`src/rtl/sm_conv_pkg.sv`:
```
// Shared types and constants for the sign-magnitude / two's-complement
// converter.
//   sm_mode_e : per-transaction conversion direction
//   STAT_W    : width of the optional statistics counters
// Optional feature macro: SM_CONV_STATS_EN (used by sign_magnitude_conv).
package sm_conv_pkg;

  typedef enum logic {
    SM_TC2SM = 1'b0,  // two's complement -> sign-magnitude
    SM_SM2TC = 1'b1   // sign-magnitude   -> two's complement
  } sm_mode_e;

  localparam int STAT_W = 16;

endpackage

```
`src/rtl/sm_pipe_stage.sv`:
```
// One valid/ready register stage with a W-bit payload.
// Ports:
//   clk, reset             : clock, asynchronous active-high reset
//   in_valid_i/in_ready_o  : upstream handshake
//   in_data_i              : upstream payload
//   out_valid_o/out_ready_i: downstream handshake
//   out_data_o             : registered payload
// The stage accepts whenever it is empty or its content is leaving this
// cycle, so a full stage can pop and push in the same cycle.
module sm_pipe_stage
  import sm_conv_pkg::*;
#(
  parameter int W = 8
) (
  input  logic         clk,
  input  logic         reset,
  input  logic         in_valid_i,
  output logic         in_ready_o,
  input  logic [W-1:0] in_data_i,
  output logic         out_valid_o,
  input  logic         out_ready_i,
  output logic [W-1:0] out_data_o
);

  logic         valid_q;
  logic [W-1:0] data_q;
  logic         advance;

  assign advance = !valid_q || out_ready_i;

  always_ff @(posedge clk or posedge reset) begin
    if (reset) begin
      valid_q <= 1'b0;
      data_q  <= '0;
    end else if (advance) begin
      valid_q <= in_valid_i;
      // Payload only moves with a real transaction so idle cycles leave it alone.
      if (in_valid_i) begin
        data_q <= in_data_i;
      end
    end
  end

  assign in_ready_o  = advance;
  assign out_valid_o = valid_q;
  assign out_data_o  = data_q;

endmodule

```
`src/rtl/sign_magnitude_conv.sv`:
```
// Two-stage pipelined converter between two's-complement and sign-magnitude
// formats, direction selected per transaction by in_mode.
// Ports:
//   clk, reset               : clock, asynchronous active-high reset
//   in_valid/in_ready        : input handshake
//   in_mode                  : 0 = two's complement -> sign-magnitude,
//                              1 = sign-magnitude -> two's complement
//   in_data                  : operand
//   out_valid/out_ready      : output handshake
//   out_sign, out_data       : converted result
//   out_neg_zero             : mode 1 input was -0
//   stat_count, stat_neg     : accepted / negative-result counters
//                              (only when SM_CONV_STATS_EN is defined)
// S1 registers the operand plus decoded sign and magnitude-zero flag; the
// conditional negation sits between S1 and S2, and S2 holds the outputs.
module sign_magnitude_conv
  import sm_conv_pkg::*;
#(
  parameter int WIDTH = 16
) (
  input  logic              clk,
  input  logic              reset,
  input  logic              in_valid,
  output logic              in_ready,
  input  logic              in_mode,
  input  logic [WIDTH-1:0]  in_data,
  output logic              out_valid,
  input  logic              out_ready,
  output logic              out_sign,
  output logic [WIDTH-1:0]  out_data,
  output logic              out_neg_zero
`ifdef SM_CONV_STATS_EN
  ,
  output logic [STAT_W-1:0] stat_count,
  output logic [STAT_W-1:0] stat_neg
`endif
);

  localparam int S1_W = WIDTH + 3;  // {mode, sign, mag_zero, operand}
  localparam int S2_W = WIDTH + 2;  // {neg_zero, sign, data}

  logic [S1_W-1:0]  s1_in_d;
  logic [S1_W-1:0]  s1_pl_q;
  logic             s1_valid;
  logic             s2_ready;
  logic [S2_W-1:0]  s2_in_d;
  logic [S2_W-1:0]  s2_pl_q;

  // m == 0 looks only at the magnitude field; in mode 0 the flag is unused.
  assign s1_in_d = {in_mode, in_data[WIDTH-1], (in_data[WIDTH-2:0] == '0), in_data};

  sm_pipe_stage #(.W(S1_W)) u_s1 (
    .clk        (clk),
    .reset      (reset),
    .in_valid_i (in_valid),
    .in_ready_o (in_ready),
    .in_data_i  (s1_in_d),
    .out_valid_o(s1_valid),
    .out_ready_i(s2_ready),
    .out_data_o (s1_pl_q)
  );

  sm_mode_e         s1_mode;
  logic             s1_sign;
  logic             s1_mzero;
  logic [WIDTH-1:0] s1_op;
  logic [WIDTH-1:0] mag_src;
  logic [WIDTH-1:0] conv_data;
  logic             conv_sign;
  logic             conv_nz;

  assign s1_mode  = sm_mode_e'(s1_pl_q[S1_W-1]);
  assign s1_sign  = s1_pl_q[S1_W-2];
  assign s1_mzero = s1_pl_q[S1_W-3];
  assign s1_op    = s1_pl_q[WIDTH-1:0];

  always_comb begin
    mag_src   = s1_op;
    conv_sign = s1_sign;
    conv_nz   = 1'b0;
    if (s1_mode == SM_SM2TC) begin
      mag_src   = {1'b0, s1_op[WIDTH-2:0]};
      conv_sign = s1_sign && !s1_mzero;
      conv_nz   = s1_sign && s1_mzero;
    end
    // Negation wraps modulo 2^WIDTH: the most-negative input maps onto itself,
    // which read unsigned is exactly its magnitude. -0 negates to 0.
    conv_data = s1_sign ? (~mag_src + {{(WIDTH-1){1'b0}}, 1'b1}) : mag_src;
  end

  assign s2_in_d = {conv_nz, conv_sign, conv_data};

  sm_pipe_stage #(.W(S2_W)) u_s2 (
    .clk        (clk),
    .reset      (reset),
    .in_valid_i (s1_valid),
    .in_ready_o (s2_ready),
    .in_data_i  (s2_in_d),
    .out_valid_o(out_valid),
    .out_ready_i(out_ready),
    .out_data_o (s2_pl_q)
  );

  assign out_neg_zero = s2_pl_q[S2_W-1];
  assign out_sign     = s2_pl_q[S2_W-2];
  assign out_data     = s2_pl_q[WIDTH-1:0];

`ifdef SM_CONV_STATS_EN
  logic [STAT_W-1:0] stat_count_q;
  logic [STAT_W-1:0] stat_neg_q;

  always_ff @(posedge clk or posedge reset) begin
    if (reset) begin
      stat_count_q <= '0;
      stat_neg_q   <= '0;
    end else begin
      if (in_valid && in_ready && (stat_count_q != '1)) begin
        stat_count_q <= stat_count_q + 1'b1;
      end
      if (out_valid && out_ready && out_sign && (stat_neg_q != '1)) begin
        stat_neg_q <= stat_neg_q + 1'b1;
      end
    end
  end

  assign stat_count = stat_count_q;
  assign stat_neg   = stat_neg_q;
`endif

endmodule

```
`config.mk`:
```
export PLATFORM = sky130hd
export DESIGN_NAME = sign_magnitude_conv
export DESIGN_NICKNAME = d
export VERILOG_FILES = /design/src/rtl/sm_conv_pkg.sv /design/src/rtl/sm_pipe_stage.sv /design/src/rtl/sign_magnitude_conv.sv
export SDC_FILE = /design/constraint.sdc
export NUM_CORES = 1
export LEC_CHECK = 0
export CAP_MARGIN = 20
export CORE_MARGIN = 2
export CORE_UTILIZATION = 49
export CTS_CLUSTER_DIAMETER = 120
export DETAILED_ROUTE_END_ITERATION = 8
export GPL_TIMING_DRIVEN = 0
export PLACE_DENSITY = 0.87
export SYNTH_ARGS = -nofsm -noshare
export SYNTH_HDL_FRONTEND = slang
export SYNTH_SLANG_ARGS = --single-unit
```
`constraint.sdc`:
```
create_clock -name clk -period 2.15 [get_ports clk]
set_input_delay 0.43 -clock clk [delete_from_list [all_inputs] [get_ports clk]]
set_output_delay 0.43 -clock clk [all_outputs]
set_load 0.005 [all_outputs]
```
==> metrics list <==
- Reg2reg path depth: 7
- The via count of the first global-routing pass was 1,415.
- In the routed design, unresolved DRC markers number 0.
* Clock Path Buffers: 2
- For this run, the total global-route usage over all layers was measured as 0.207.
- Of the available clock period, the critical path in the final layout requires 0.953.
- Count of port buffers added during placement: 40
- IR analysis of the VDD net gives a maximum drop of 0.411 mV.
* Post-synthesis area per instance: 11.1 um^2
- Effective utilization at floorplan: 0.505
- For the pin with the worst max-slew slack, the measured transition is 0.718 ns.
- The die covers 4220 um^2.
- The number of antenna violations at the first check in global routing came to 0.
- Worst hold start: u_s2.out_data_o[16]$_DFFE_PP0P_
* GPL Wtd Cong: 0.817
* Fraction of met1 tracks used by global routing: 0.243
- Final Max Slew Viols: 0
* # rows: 22
- FF-to-FF setup slack: 0.10 ns
* Crit path capture type: flip-flop
- Area occupied by multi-input gates: 807 um^2
- Core utilization of the finished layout: 0.665
- Hold Crit Endpoint: u_s2.out_data_o[16]$_DFFE_PP0P_
* I/O pins: 41
* Number of detailed-route iterations in the first pass: 4
- Dividing the detail-routed wire length by the instance count gives 14.7 um.
- Final TNS setup: 0 ns
* Placement Cell Area: 2310 um^2
* WS Path Type: reg2reg
- Grt peak-use layer: met2
* Clock tree root buffer cell: sky130_fd_sc_hd__clkbuf_8
- Reg-to-Reg Start: u_s1.out_data_o[1]$_DFFE_PP0P_
- Pwr Density: 847 nW/um^2
- The first routing iteration left 36 violations.
- Vias after detailed routing: 1,407
* Number of instances in the synthesized netlist: 164
- Setup crit start kind: flip-flop
- Met3 capacity usage during global routing: 0.0434
- The layout has 311 filler cells.
- Number of synthesis warnings: 0
* Min Clock Period, post-route: 2.05 ns
* Max Fclk: 0.488 GHz
- In the post-route analysis, the smallest setup slack over all paths is 0.101 ns.
- Largest area contributor in the synthesized netlist: sky130_fd_sc_hd__dfrtp_1
- Overall power of the completed layout: 2.03 mW
- Summed over all layers, the global routing overflow is 0.
* Cell area after synthesis: 1820 um^2
- Core box area: 3610 um^2
- Most common library cell in the layout ignoring fill and taps: sky130_fd_sc_hd__clkdlybuf4s50_1
- Post-CTS repair timing setup buffer count: 0
* DP Wirelength: 2820 um
- Across the whole layout, storage elements account for 951 um^2.
- The number of hold violations in the final report came to 0.
- Share of cells above drive strength 1: 0.171
* Fraction of post-synthesis cell area in the top cell type by area: 0.523
* Arrival @ worst endpoint: 2.21 ns
- Deepest level of the CTS H-tree: 2
* Horiz. Die Dim: 64.9 um
- In this run, CTS created clock tree buffers numbering 5.
- The die is 64.9 um tall.
- The detail route stage leaves a number of antenna-violating nets equal to 0.
- Cell Count Post-Placement: 253
- With fillers left out, the area of the finished cells amounts to 2400 um^2.
- Hold Path Cell Cnt: 2
- Unrepaired setup endpoints after global routing: false
- Via count normalized by instance count: 5.43
- The analysis attributes to cell leakage a power of 0.987 nW.
- Area overhead of the layout relative to synthesis: 31.8%
- Synth cell types: 36
- Met2 Use GR: 0.362
* Pin count of the biggest net entering global routing: 22
- Pre-CTS WS: -0.0560 ns
- Counting every net in the synthesized netlist gives 186.
* Cell Count, Final, Fillers Out: 259
- TritonCTS built the clock tree.
* Run status: complete, no violations
* Max-Slew Margin vs Limit: 0.521
* Total wire length after detailed routing: 3810 um
- The path class of the tightest hold or removal check is reg2reg.
- Required time at the worst-slack endpoint: 2.31 ns
- Critical Path Fanout Max: 6
* Clock sink count: 38
- Clock latency on the worst-skew pair: 0.29 ns
- Commonest cells after routing, fill and taps aside: sky130_fd_sc_hd__clkdlybuf4s50_1, sky130_fd_sc_hd__dfrtp_1, sky130_fd_sc_hd__nand2_1
- Wire length of the first global-routing pass: 6510 um
* Largest cells by area after synthesis: sky130_fd_sc_hd__dfrtp_1, sky130_fd_sc_hd__mux2_2, sky130_fd_sc_hd__xor2_1
* Worst clock skew on the final layout: 0.00297 ns
* Synth Register Bits: 38
* Setup-violating endpoint count in the final report: 0
* Count of maximum capacitance violations: 0
* Destination of the worst register-to-register timing path: u_s2.out_data_o[14]$_DFFE_PP0P_
- On the final layout, the worst hold slack is 0.483 ns.
- Sequential-to-total area share from yosys stat: 0.523
- Clock-pin slew was measured on the worst setup and hold paths at 0.07 ns.
- Post-layout net count: 234
- Count of antenna diodes in the layout: 0
[kinds of logic (layout without fill, tap and decap cells)]
logic type,Yosys count,after routing,synth area share
buffers and inverters,14,61,0.0378
AND/OR/NAND/NOR,48,48,0.140
AO/OA/AOI/OAI,34,34,0.129
XOR/XNOR,11,11,0.0530
flip-flops,38,38,0.523
multiplexers,18,18,0.111
adder cells (fa/ha/maj),1,1,0.00688
[power breakdown]
group          total (mW)  switching [mW]  internal, mW
Clock               0.472           0.225         0.247
Sequential          0.967           0.110         0.856
Combinational       0.593           0.245         0.347
Total                2.03           0.580          1.45
[flip-flops by register name, summed over array words and instances (netlist names)]
name / cells
u_s1.out_data_o: 18
u_s1.out_valid_o: 1
u_s2.out_data_o: 18
u_s2.out_valid_o: 1
[worst max-delay path, stage by stage (launching register included)]
cell and delay, ns:
sky130_fd_sc_hd__dfrtp_1 0.42, sky130_fd_sc_hd__inv_1 0.08, sky130_fd_sc_hd__ha_1 0.16, sky130_fd_sc_hd__or3b_1 0.35
sky130_fd_sc_hd__clkbuf_1 0.20, sky130_fd_sc_hd__o41ai_2 0.41, sky130_fd_sc_hd__xor2_1 0.21, sky130_fd_sc_hd__o21ai_1 0.08
[Yosys cell counts, drive strengths merged]
cell / instances
dfrtp: 38
nand2: 22
o21ai: 19
mux2: 17
xor2: 10
clkbuf: 6
o31ai: 6
nor4: 5
buf: 4
inv: 4
o41ai: 4
nand2b: 3
nor2: 3
or4: 3
and2: 2
nand4: 2
nor3: 2
or2: 2
or3: 2
a21oi: 1
a221o: 1
a31oi: 1
ha: 1
mux2i: 1
nand3b: 1
o211ai: 1
o311ai: 1
or3b: 1
xnor2: 1
[repair_timing]
| action | 4_1_cts | 5_1_grt |
|---|---|---|
| gates resized for setup | 0 | 1 |
| endpoints found under the setup margin | 0 | 1 |
| hold buffers | 0 | 0 |
[how the worst max path moves through the flow]
| stage | start | endpoint |
|---|---|---|
| 2_1_floorplan | u_s1.out_data_o[1]$_DFFE_PP0P_ | u_s2.out_data_o[8]$_DFFE_PP0P_ |
| 3_3_place_gp | out_ready | u_s1.out_data_o[0]$_DFFE_PP0P_ |
| 3_5_place_dp | out_ready | u_s1.out_data_o[11]$_DFFE_PP0P_ |
| 4_1_cts | u_s1.out_data_o[1]$_DFFE_PP0P_ | u_s2.out_data_o[8]$_DFFE_PP0P_ |
| 5_1_grt | u_s1.out_data_o[1]$_DFFE_PP0P_ | u_s2.out_data_o[14]$_DFFE_PP0P_ |
| 6_report | u_s1.out_data_o[1]$_DFFE_PP0P_ | u_s2.out_data_o[14]$_DFFE_PP0P_ |
[layout make-up]
type | instances | area share
flip-flops and latches | 38 | 0.397
multi-input cells | 112 | 0.337
repair buffers | 41 | 0.178
clock buffers | 6 | 0.0344
well taps | 48 | 0.0251
plain buffers | 10 | 0.0224
inverters | 4 | 0.00626
[per-layer routing]
metal | up-vias | share of wire
met4 | 0 | 0.021
li1 | 680 | -
met2 | 42 | 0.52
met5 | - | 0
met1 | 679 | 0.42
met3 | 6 | 0.038
No activity file was read; power rests on OpenSTA's default activity.
